<file path="config.mk">
export PLATFORM = sky130hd
export DESIGN_NAME = decode_stage_flat
export DESIGN_NICKNAME = d
export VERILOG_FILES = /design/src/rtl/decode_stage_if.sv /design/src/rtl/decode_stage.sv /design/src/flat_wrapper.sv
export SDC_FILE = /design/constraint.sdc
export NUM_CORES = 2
export LEC_CHECK = 0
export CORE_MARGIN = 10
export CORE_UTILIZATION = 60
export CTS_CLUSTER_DIAMETER = 50
export CTS_CLUSTER_SIZE = 30
export DETAILED_ROUTE_END_ITERATION = 7
export DONT_BUFFER_PORTS = 1
export GPL_ROUTABILITY_DRIVEN = 0
export GPL_TIMING_DRIVEN = 0
export PLACE_DENSITY_LB_ADDON = 0.25
export REMOVE_ABC_BUFFERS = 1
export SYNTH_ARGS = -nofsm -noshare
export SYNTH_HDL_FRONTEND = slang
export SYNTH_SLANG_ARGS = --single-unit
</file>
<file path="constraint.sdc">
create_clock -name CLK_Dec -period 3.4 [get_ports CLK_Dec]
set_clock_uncertainty 0.1 [all_clocks]
set_input_delay 0.34 -clock CLK_Dec [delete_from_list [all_inputs] [get_ports CLK_Dec]]
set_output_delay 0.34 -clock CLK_Dec [all_outputs]
set_load 0.005 [all_outputs]
</file>
<file path="src/rtl/decode_stage_if.sv">
// Decode-stage bundle: write-back, hazard inputs, and the control/operand outputs.
// The decode stage is the slave; the surrounding pipeline is the master.
interface decode_stage_if;
    logic [31:0] InstrD;
    logic        RegWriteW;
    logic [4:0]  WriteRegW;
    logic [31:0] ResultW;
    logic        MemtoRegE;
    logic [4:0]  RtE;
    logic        ClrErr;

    logic        RegWriteD;
    logic        MemtoRegD;
    logic        MemWriteD;
    logic        ALUSrcD;
    logic        RegDstD;
    logic [2:0]  ALUControlD;
    logic        BranchD;
    logic        JumpD;
    logic [31:0] Op1D;
    logic [31:0] Op2D;
    logic [4:0]  RsD;
    logic [4:0]  RtD;
    logic [4:0]  RdD;
    logic [15:0] SignImmD;
    logic        StallD;
    logic        FlushE;
    logic        IllegalFlag;

    modport master (
        output InstrD, RegWriteW, WriteRegW, ResultW, MemtoRegE, RtE, ClrErr,
        input  RegWriteD, MemtoRegD, MemWriteD, ALUSrcD, RegDstD, ALUControlD,
               BranchD, JumpD, Op1D, Op2D, RsD, RtD, RdD, SignImmD,
               StallD, FlushE, IllegalFlag
    );

    modport slave (
        input  InstrD, RegWriteW, WriteRegW, ResultW, MemtoRegE, RtE, ClrErr,
        output RegWriteD, MemtoRegD, MemWriteD, ALUSrcD, RegDstD, ALUControlD,
               BranchD, JumpD, Op1D, Op2D, RsD, RtD, RdD, SignImmD,
               StallD, FlushE, IllegalFlag
    );
endinterface

</file>
<file path="src/rtl/decode_stage.sv">
// MIPS decode stage: 32x32 register file with write-through bypass, main/funct
// decoder, load-use hazard detection and a sticky illegal-instruction flag.
module decode_stage (
    input  logic                 CLK_Dec,
    input  logic                 RST_Dec,
    decode_stage_if.slave        bus
);

    logic [31:0] r_rf [32];
    logic        r_illegal;

    logic [5:0]  w_op;
    logic [5:0]  w_funct;
    logic [4:0]  w_rs;
    logic [4:0]  w_rt;
    logic        w_wr_en;
    logic        w_stall;
    logic        w_illegal;

    logic        w_reg_write;
    logic        w_mem_to_reg;
    logic        w_mem_write;
    logic        w_alu_src;
    logic        w_reg_dst;
    logic [2:0]  w_alu_ctl;
    logic        w_branch;
    logic        w_jump;
    logic [31:0] w_op1;
    logic [31:0] w_op2;

    assign w_op    = bus.InstrD[31:26];
    assign w_funct = bus.InstrD[5:0];
    assign w_rs    = bus.InstrD[25:21];
    assign w_rt    = bus.InstrD[20:16];
    assign w_wr_en = bus.RegWriteW && (bus.WriteRegW != 5'd0);

    always_ff @(posedge CLK_Dec or negedge RST_Dec) begin
        if (!RST_Dec) begin
            for (int i = 0; i < 32; i++) r_rf[i] <= '0;
        end else if (w_wr_en) begin
            r_rf[bus.WriteRegW] <= bus.ResultW;
        end
    end

    // Bypass is gated by reset too, so a read during reset is 0 even if a write is pending.
    always_comb begin
        w_op1 = '0;
        w_op2 = '0;
        if (RST_Dec && w_rs != 5'd0)
            w_op1 = (w_wr_en && bus.WriteRegW == w_rs) ? bus.ResultW : r_rf[w_rs];
        if (RST_Dec && w_rt != 5'd0)
            w_op2 = (w_wr_en && bus.WriteRegW == w_rt) ? bus.ResultW : r_rf[w_rt];
    end

    always_comb begin
        w_reg_write  = 1'b0;
        w_mem_to_reg = 1'b0;
        w_mem_write  = 1'b0;
        w_alu_src    = 1'b0;
        w_reg_dst    = 1'b0;
        w_alu_ctl    = 3'b000;
        w_branch     = 1'b0;
        w_jump       = 1'b0;
        w_illegal    = 1'b0;
        case (w_op)
            6'b000000: begin
                // All-zero word is the canonical NOP, not an unknown funct.
                if (bus.InstrD != 32'd0) begin
                    w_reg_write = 1'b1;
                    w_reg_dst   = 1'b1;
                    case (w_funct)
                        6'b100000: w_alu_ctl = 3'b010;
                        6'b100010: w_alu_ctl = 3'b110;
                        6'b100100: w_alu_ctl = 3'b000;
                        6'b100101: w_alu_ctl = 3'b001;
                        6'b101010: w_alu_ctl = 3'b111;
                        default: begin
                            w_reg_write = 1'b0;
                            w_illegal   = 1'b1;
                        end
                    endcase
                end
            end
            6'b100011: begin
                w_reg_write  = 1'b1;
                w_mem_to_reg = 1'b1;
                w_alu_src    = 1'b1;
                w_alu_ctl    = 3'b010;
            end
            6'b101011: begin
                w_mem_write = 1'b1;
                w_alu_src   = 1'b1;
                w_alu_ctl   = 3'b010;
            end
            6'b000100: begin
                w_branch  = 1'b1;
                w_alu_ctl = 3'b110;
            end
            6'b001000: begin
                w_reg_write = 1'b1;
                w_alu_src   = 1'b1;
                w_alu_ctl   = 3'b010;
            end
            6'b000010: w_jump = 1'b1;
            default:   w_illegal = 1'b1;
        endcase
    end

    assign w_stall = bus.MemtoRegE && (bus.RtE != 5'd0) &&
                     ((bus.RtE == w_rs) || (bus.RtE == w_rt));

    // A stalled instruction is re-decoded next cycle, so it only flags once it proceeds.
    always_ff @(posedge CLK_Dec or negedge RST_Dec) begin
        if (!RST_Dec)                   r_illegal <= 1'b0;
        else if (w_illegal && !w_stall) r_illegal <= 1'b1;
        else if (bus.ClrErr)            r_illegal <= 1'b0;
    end

    assign bus.RegWriteD   = w_reg_write;
    assign bus.MemtoRegD   = w_mem_to_reg;
    assign bus.MemWriteD   = w_mem_write;
    assign bus.ALUSrcD     = w_alu_src;
    assign bus.RegDstD     = w_reg_dst;
    assign bus.ALUControlD = w_alu_ctl;
    assign bus.BranchD     = w_branch;
    assign bus.JumpD       = w_jump;
    assign bus.Op1D        = w_op1;
    assign bus.Op2D        = w_op2;
    assign bus.RsD         = w_rs;
    assign bus.RtD         = w_rt;
    assign bus.RdD         = bus.InstrD[15:11];
    assign bus.SignImmD    = bus.InstrD[15:0];
    assign bus.StallD      = w_stall;
    assign bus.FlushE      = w_stall;
    assign bus.IllegalFlag = r_illegal;

endmodule

</file>
<file path="src/flat_wrapper.sv">
// flat-port wrapper written by rule: the top's interface ports become plain ports
module decode_stage_flat 
  (CLK_Dec, RST_Dec, bus_InstrD, bus_RegWriteW, bus_WriteRegW, bus_ResultW, bus_MemtoRegE, bus_RtE, bus_ClrErr, bus_RegWriteD, bus_MemtoRegD, bus_MemWriteD, bus_ALUSrcD, bus_RegDstD, bus_ALUControlD, bus_BranchD, bus_JumpD, bus_Op1D, bus_Op2D, bus_RsD, bus_RtD, bus_RdD, bus_SignImmD, bus_StallD, bus_FlushE, bus_IllegalFlag);
  decode_stage_if bus_i ();
  input  logic CLK_Dec;
  input  logic RST_Dec;
  input wire logic [$bits(bus_i.InstrD)-1:0] bus_InstrD;
  input wire logic [$bits(bus_i.RegWriteW)-1:0] bus_RegWriteW;
  input wire logic [$bits(bus_i.WriteRegW)-1:0] bus_WriteRegW;
  input wire logic [$bits(bus_i.ResultW)-1:0] bus_ResultW;
  input wire logic [$bits(bus_i.MemtoRegE)-1:0] bus_MemtoRegE;
  input wire logic [$bits(bus_i.RtE)-1:0] bus_RtE;
  input wire logic [$bits(bus_i.ClrErr)-1:0] bus_ClrErr;
  output wire logic [$bits(bus_i.RegWriteD)-1:0] bus_RegWriteD;
  output wire logic [$bits(bus_i.MemtoRegD)-1:0] bus_MemtoRegD;
  output wire logic [$bits(bus_i.MemWriteD)-1:0] bus_MemWriteD;
  output wire logic [$bits(bus_i.ALUSrcD)-1:0] bus_ALUSrcD;
  output wire logic [$bits(bus_i.RegDstD)-1:0] bus_RegDstD;
  output wire logic [$bits(bus_i.ALUControlD)-1:0] bus_ALUControlD;
  output wire logic [$bits(bus_i.BranchD)-1:0] bus_BranchD;
  output wire logic [$bits(bus_i.JumpD)-1:0] bus_JumpD;
  output wire logic [$bits(bus_i.Op1D)-1:0] bus_Op1D;
  output wire logic [$bits(bus_i.Op2D)-1:0] bus_Op2D;
  output wire logic [$bits(bus_i.RsD)-1:0] bus_RsD;
  output wire logic [$bits(bus_i.RtD)-1:0] bus_RtD;
  output wire logic [$bits(bus_i.RdD)-1:0] bus_RdD;
  output wire logic [$bits(bus_i.SignImmD)-1:0] bus_SignImmD;
  output wire logic [$bits(bus_i.StallD)-1:0] bus_StallD;
  output wire logic [$bits(bus_i.FlushE)-1:0] bus_FlushE;
  output wire logic [$bits(bus_i.IllegalFlag)-1:0] bus_IllegalFlag;
  assign bus_i.InstrD = bus_InstrD;
  assign bus_i.RegWriteW = bus_RegWriteW;
  assign bus_i.WriteRegW = bus_WriteRegW;
  assign bus_i.ResultW = bus_ResultW;
  assign bus_i.MemtoRegE = bus_MemtoRegE;
  assign bus_i.RtE = bus_RtE;
  assign bus_i.ClrErr = bus_ClrErr;
  assign bus_RegWriteD = bus_i.RegWriteD;
  assign bus_MemtoRegD = bus_i.MemtoRegD;
  assign bus_MemWriteD = bus_i.MemWriteD;
  assign bus_ALUSrcD = bus_i.ALUSrcD;
  assign bus_RegDstD = bus_i.RegDstD;
  assign bus_ALUControlD = bus_i.ALUControlD;
  assign bus_BranchD = bus_i.BranchD;
  assign bus_JumpD = bus_i.JumpD;
  assign bus_Op1D = bus_i.Op1D;
  assign bus_Op2D = bus_i.Op2D;
  assign bus_RsD = bus_i.RsD;
  assign bus_RtD = bus_i.RtD;
  assign bus_RdD = bus_i.RdD;
  assign bus_SignImmD = bus_i.SignImmD;
  assign bus_StallD = bus_i.StallD;
  assign bus_FlushE = bus_i.FlushE;
  assign bus_IllegalFlag = bus_i.IllegalFlag;
  decode_stage u_core (.CLK_Dec(CLK_Dec), .RST_Dec(RST_Dec), .bus(bus_i));
endmodule
</file>
==> impl.org <==
** Cells and area
- Once layout is complete, the utilization of the core stands at 66.37%.
- Filler cells :: 6,143
- Final instance area :: 0.06083 mm2
- Proportion of layout cells with a drive suffix above 1 :: 49.44%
- At the end of the flow, the number of nets in the layout was 3,678.
- Compared with the post-synthesis result, the final layout area differs by 9.766%.

** Worst setup path
- At the worst endpoint, the required time is just under 3 ns.
- Data on the critical path arrives at its endpoint at 3.51 ns.
- Critical register-to-register path endpoint :: u_core.bus.IllegalFlag
- Type of destination of the critical path :: output port
- Register-to-register setup slack :: 2.04 ns
- Number of cells on the worst reg-to-reg path :: 3
- Of all nets on the critical path, the largest fanout is about 310.
- The worst setup path is launched from an input port.
- Worst reg2reg path startpoint :: u_core.bus.IllegalFlag
- The critical path in this run is classified as in -> out.

** Yosys
- Primary FF master, synth :: dfrtp_1
- Yosys mapped a number of flops with a built-in enable equal to 0.
- For this run, asynchronously set or reset flops after synthesis account for 100.0%.
- Per-instance average area after synthesis :: ~14 um2
- Synth Instances :: between 3,000 and 4,000
- Area share of the largest cell type after synthesis :: 46.28%
- In the synthesized netlist, the cells that appear most often are 1,030 x mux2_2, 1,025 x dfrtp_1, 447 x mux4_2, 192 x clkbuf_1, 141 x o22ai_1.
- Most frequent cell after synthesis :: mux2_2
- Count of cell types in the netlist :: 61
- In this run the cell area of the synthesized design comes to 0.05542 mm2.
- Cells taking the most area after synthesis :: dfrtp_1 46%, mux2_2 21%, mux4_2 18%
- Summed over all instances, the cell type with the most area after synthesis is dfrtp_1.
- Total of flip-flops plus latches after synthesis :: 1,025
- Yosys warnings :: 0
- Sequential share of the synthesized area :: between 40% and 50%

** Clock network
- Sink Count :: 1,025
- TritonCTS built the clock tree.
- Clock-pin slew on the worst setup and hold paths :: about 0.06 ns
- CTS placed an instance of clkbuf_16 at the clock tree root.
- Max Root-Sink Buffers :: 3
- TritonCTS Buffers :: around 110
- Worst skew pair latency :: 0.67 ns
- Number of H-tree branching levels :: 3

** Timing
- The worst pin sits at a relative slew slack of -12.79%.
- Final period utilization :: 116.1%
- Number of setup violations in the final report :: approximately 50
- The max-slew violation count is 112.
- Peak Freq :: 253.3 MHz
- Slew at the pin closest to its max-slew limit :: 1.688 ns
- The routed design could run at a clock period as short as 3.948 ns.
- Final setup slack of the worst path :: -0.5481 ns
- Hold violation count in the final report :: 32
- Worst Hold Margin :: -0.01526 ns

** Pwr
- Sw Pwr :: roughly 10 mW
- P per Cell Area :: between 500 and 600 mW/mm2
- Sequential share of power :: 45.9%
- The worst-case IR drop observed on VDD is 0.4213 mV.
- Switching share of total power :: 28.17%
- Cell Int Power :: 25.44 mW
- Share of total power in the clock network :: a little over a third
- Static leakage :: 26.20 nW
- Combinational cells account for 18.7% of the total power.

** Route
- Total wire length after detailed routing :: 181.1 mm
- In this run the remaining antenna-violating nets after routing total 0.
- After detailed routing, no signal wire sits above met5.
- Detail Route met3 WL :: 21.06 mm
- Detailed-routing wirelength on met1 :: roughly 66 mm
- Initial detailed-routing violation count :: a little over 5,000
- Dividing the detail-routed wire length by the instance count gives 37.12 um.
- Before antenna repair, the detailed router went through 6 iterations.
- Post-detailed-route via-to-cell ratio :: 7.684
- Via count of the routed design :: 37,480
- In the routed design, unresolved DRC markers number 0.
- Wire segments on met2 add up to 83.30 mm in the final route.

** Die
- The die is 323.9 um tall.
- After floorplanning, the core was sized to cover around 0.092 mm2.
- For this configuration, the core starts out at a cell density of around 60%.
- After floorplanning, the core was divided into 111 placement rows.
- In this run the count of I/O pins placed on the die edge is 187.
- The die is between 300 and 400 um wide.
- Total die area :: about 0.10 mm2

** Placed design
- After detailed placement, the total cell area comes to roughly 0.056 mm2.
- Half-perimeter wire length after detailed placement :: 100.2 mm
- Input and output buffers added on the ports amount to 0.

** Global routing
- The initial antenna violation count was 2.
- Overall overflow remaining after global route :: 0
- Gr usage total :: 33.73%
- Entering global routing, the biggest net connects 1,030 pins.
- The number of global-route vias before repair came to 38,940.
- Global-route wire length before repair :: 260.2 mm

** Run status
- Outcome :: finished with violations
- Violated checks :: negative hold slack, max-capacitance violations, max-slew violations, negative setup slack

** Worst hold path
- Path type of the worst min-delay path :: in -> async

** Run
- Total of max-cap violations :: 2
power groups by stage:
stage / clock (mW) / combinational, mW / sequential, mW
final: 12.5 / 6.61 / 16.3
after global routing: 13.1 / 6.99 / 16.5
after floorplan: 0 / 4.92 / 15.7
after global placement: 0 / 5.61 / 16.0
after CTS: 12.6 / 6.20 / 16.1
after detailed placement: 0 / 5.96 / 16.4
final cells by class:
type | instances | area (um2) | area share [%]
repair buffers | 125 | 2151 | 3.536
clock inverters | 86 | 1002 | 1.647
inverters | 8 | 33.78 | 0.05553
diodes | 1 | 2.502 | 0.004114
flip-flops and latches | 1025 | 25650 | 42.16
well taps | 1186 | 1484 | 2.439
multi-input cells | 2332 | 27720 | 45.57
clock buffers | 115 | 2789 | 4.585
per-stage QoR:
stage	hold WS (ns)	setup TNS (ns)	worst slack [ns]	instances	power, mW
after floorplan	-0.05559	0	0.5711	3365	20.64
after global placement	0.02102	-1197.09	-4.693	4551	21.58
after detailed placement	0.01775	-8.371	-0.3947	4611	22.32
after CTS	-0.7134	0	0.04972	4846	34.92
after global routing	0.001696	-1.135	-0.1322	4877	36.59
final	-0.01526	-13.48	-0.5481	4878	35.42
registers in the layout, summed over array words and instances, names as in the netlist:
signal / count
u_core.bus.IllegalFlag: 1
u_core.r_rf: 1024
cell families (layout without fill, tap and decap cells):
kind of cell / count (synthesis) / count (layout) / share of synthesized area [%]
AOI/OAI and AO/OA: 394 / 394 / 4.834
xor gates and xnor gates: 20 / 20 / 0.3161
adders and majority gates: 1 / 1 / 0.01806
buffers and inverters: 468 / 334 / 4.269
DFF: 1025 / 1025 / 46.28
muxes: 1585 / 1585 / 41.05
other: 0 / 1 / 0
and+or+nand+nor: 332 / 332 / 3.235
cell usage in the layout, fill, tap and decap left out, types with 14 or more instances in the layout:
cell type      synthesis  routed
nand3_1               34      33
dfrtp_1             1025    1025
or4_1                 25      24
nor2b_1               21      19
nand2_1               57      39
clkbuf_16              0     117
o22ai_1              141     141
mux2_2              1030    1030
a211o_1               25      25
dlygate4sd3_1          0      41
mux2i_1              107     107
mux4_2               447     447
nor2_1                50      36
buf_16                 0      22
a211oi_1              40      40
buf_12                 0      28
buf_8                  0      20
o21ai_0               60      53
a221oi_1              29      29
nor3_1                66      64
nor2_4                 0      14
a21oi_1               29      29
nand2_4                0      16
inv_6                  0      28
a22oi_1               34      34
layer usage:
metal	vias up	global-route usage, %
met5	-	0
met4	2	18.62
met3	672	9.738
met2	2616	51.67
met1	19830	43.18
li1	14360	-
critical path, cell delays in order:
cell,delay [ns]
nor3_2,0.79
nand2_1,0.29
nand2_2,0.54
nor2_4,0.10
buf_12,0.20
a211o_1,0.44
what timing repair did:
item / in CTS / in global routing
setup buffers: 0 / 2
cloned: 0 / 9
hold endpoints to repair: 2018 / 360
gates resized for setup: 9 / 11
pin swaps: 0 / 2
setup endpoints to repair: 39 / 64
hold buffers: 34 / 16
worst max-delay path by stage:
stage,startpoint,end,slack [ns],cells past startpoint
after detailed placement,bus_InstrD[16],bus_Op2D[30],-0.39,6
after global placement,bus_InstrD[24],bus_Op1D[21],-4.69,5
final,bus_InstrD[16],bus_Op2D[30],-0.55,6
after global routing,bus_InstrD[16],bus_Op2D[30],-0.13,6
after floorplan,bus_InstrD[25],bus_Op1D[10],0.57,5
after CTS,RST_Dec,bus_Op1D[17],0.05,5
Note: power is estimated with default switching activity, not from simulation.
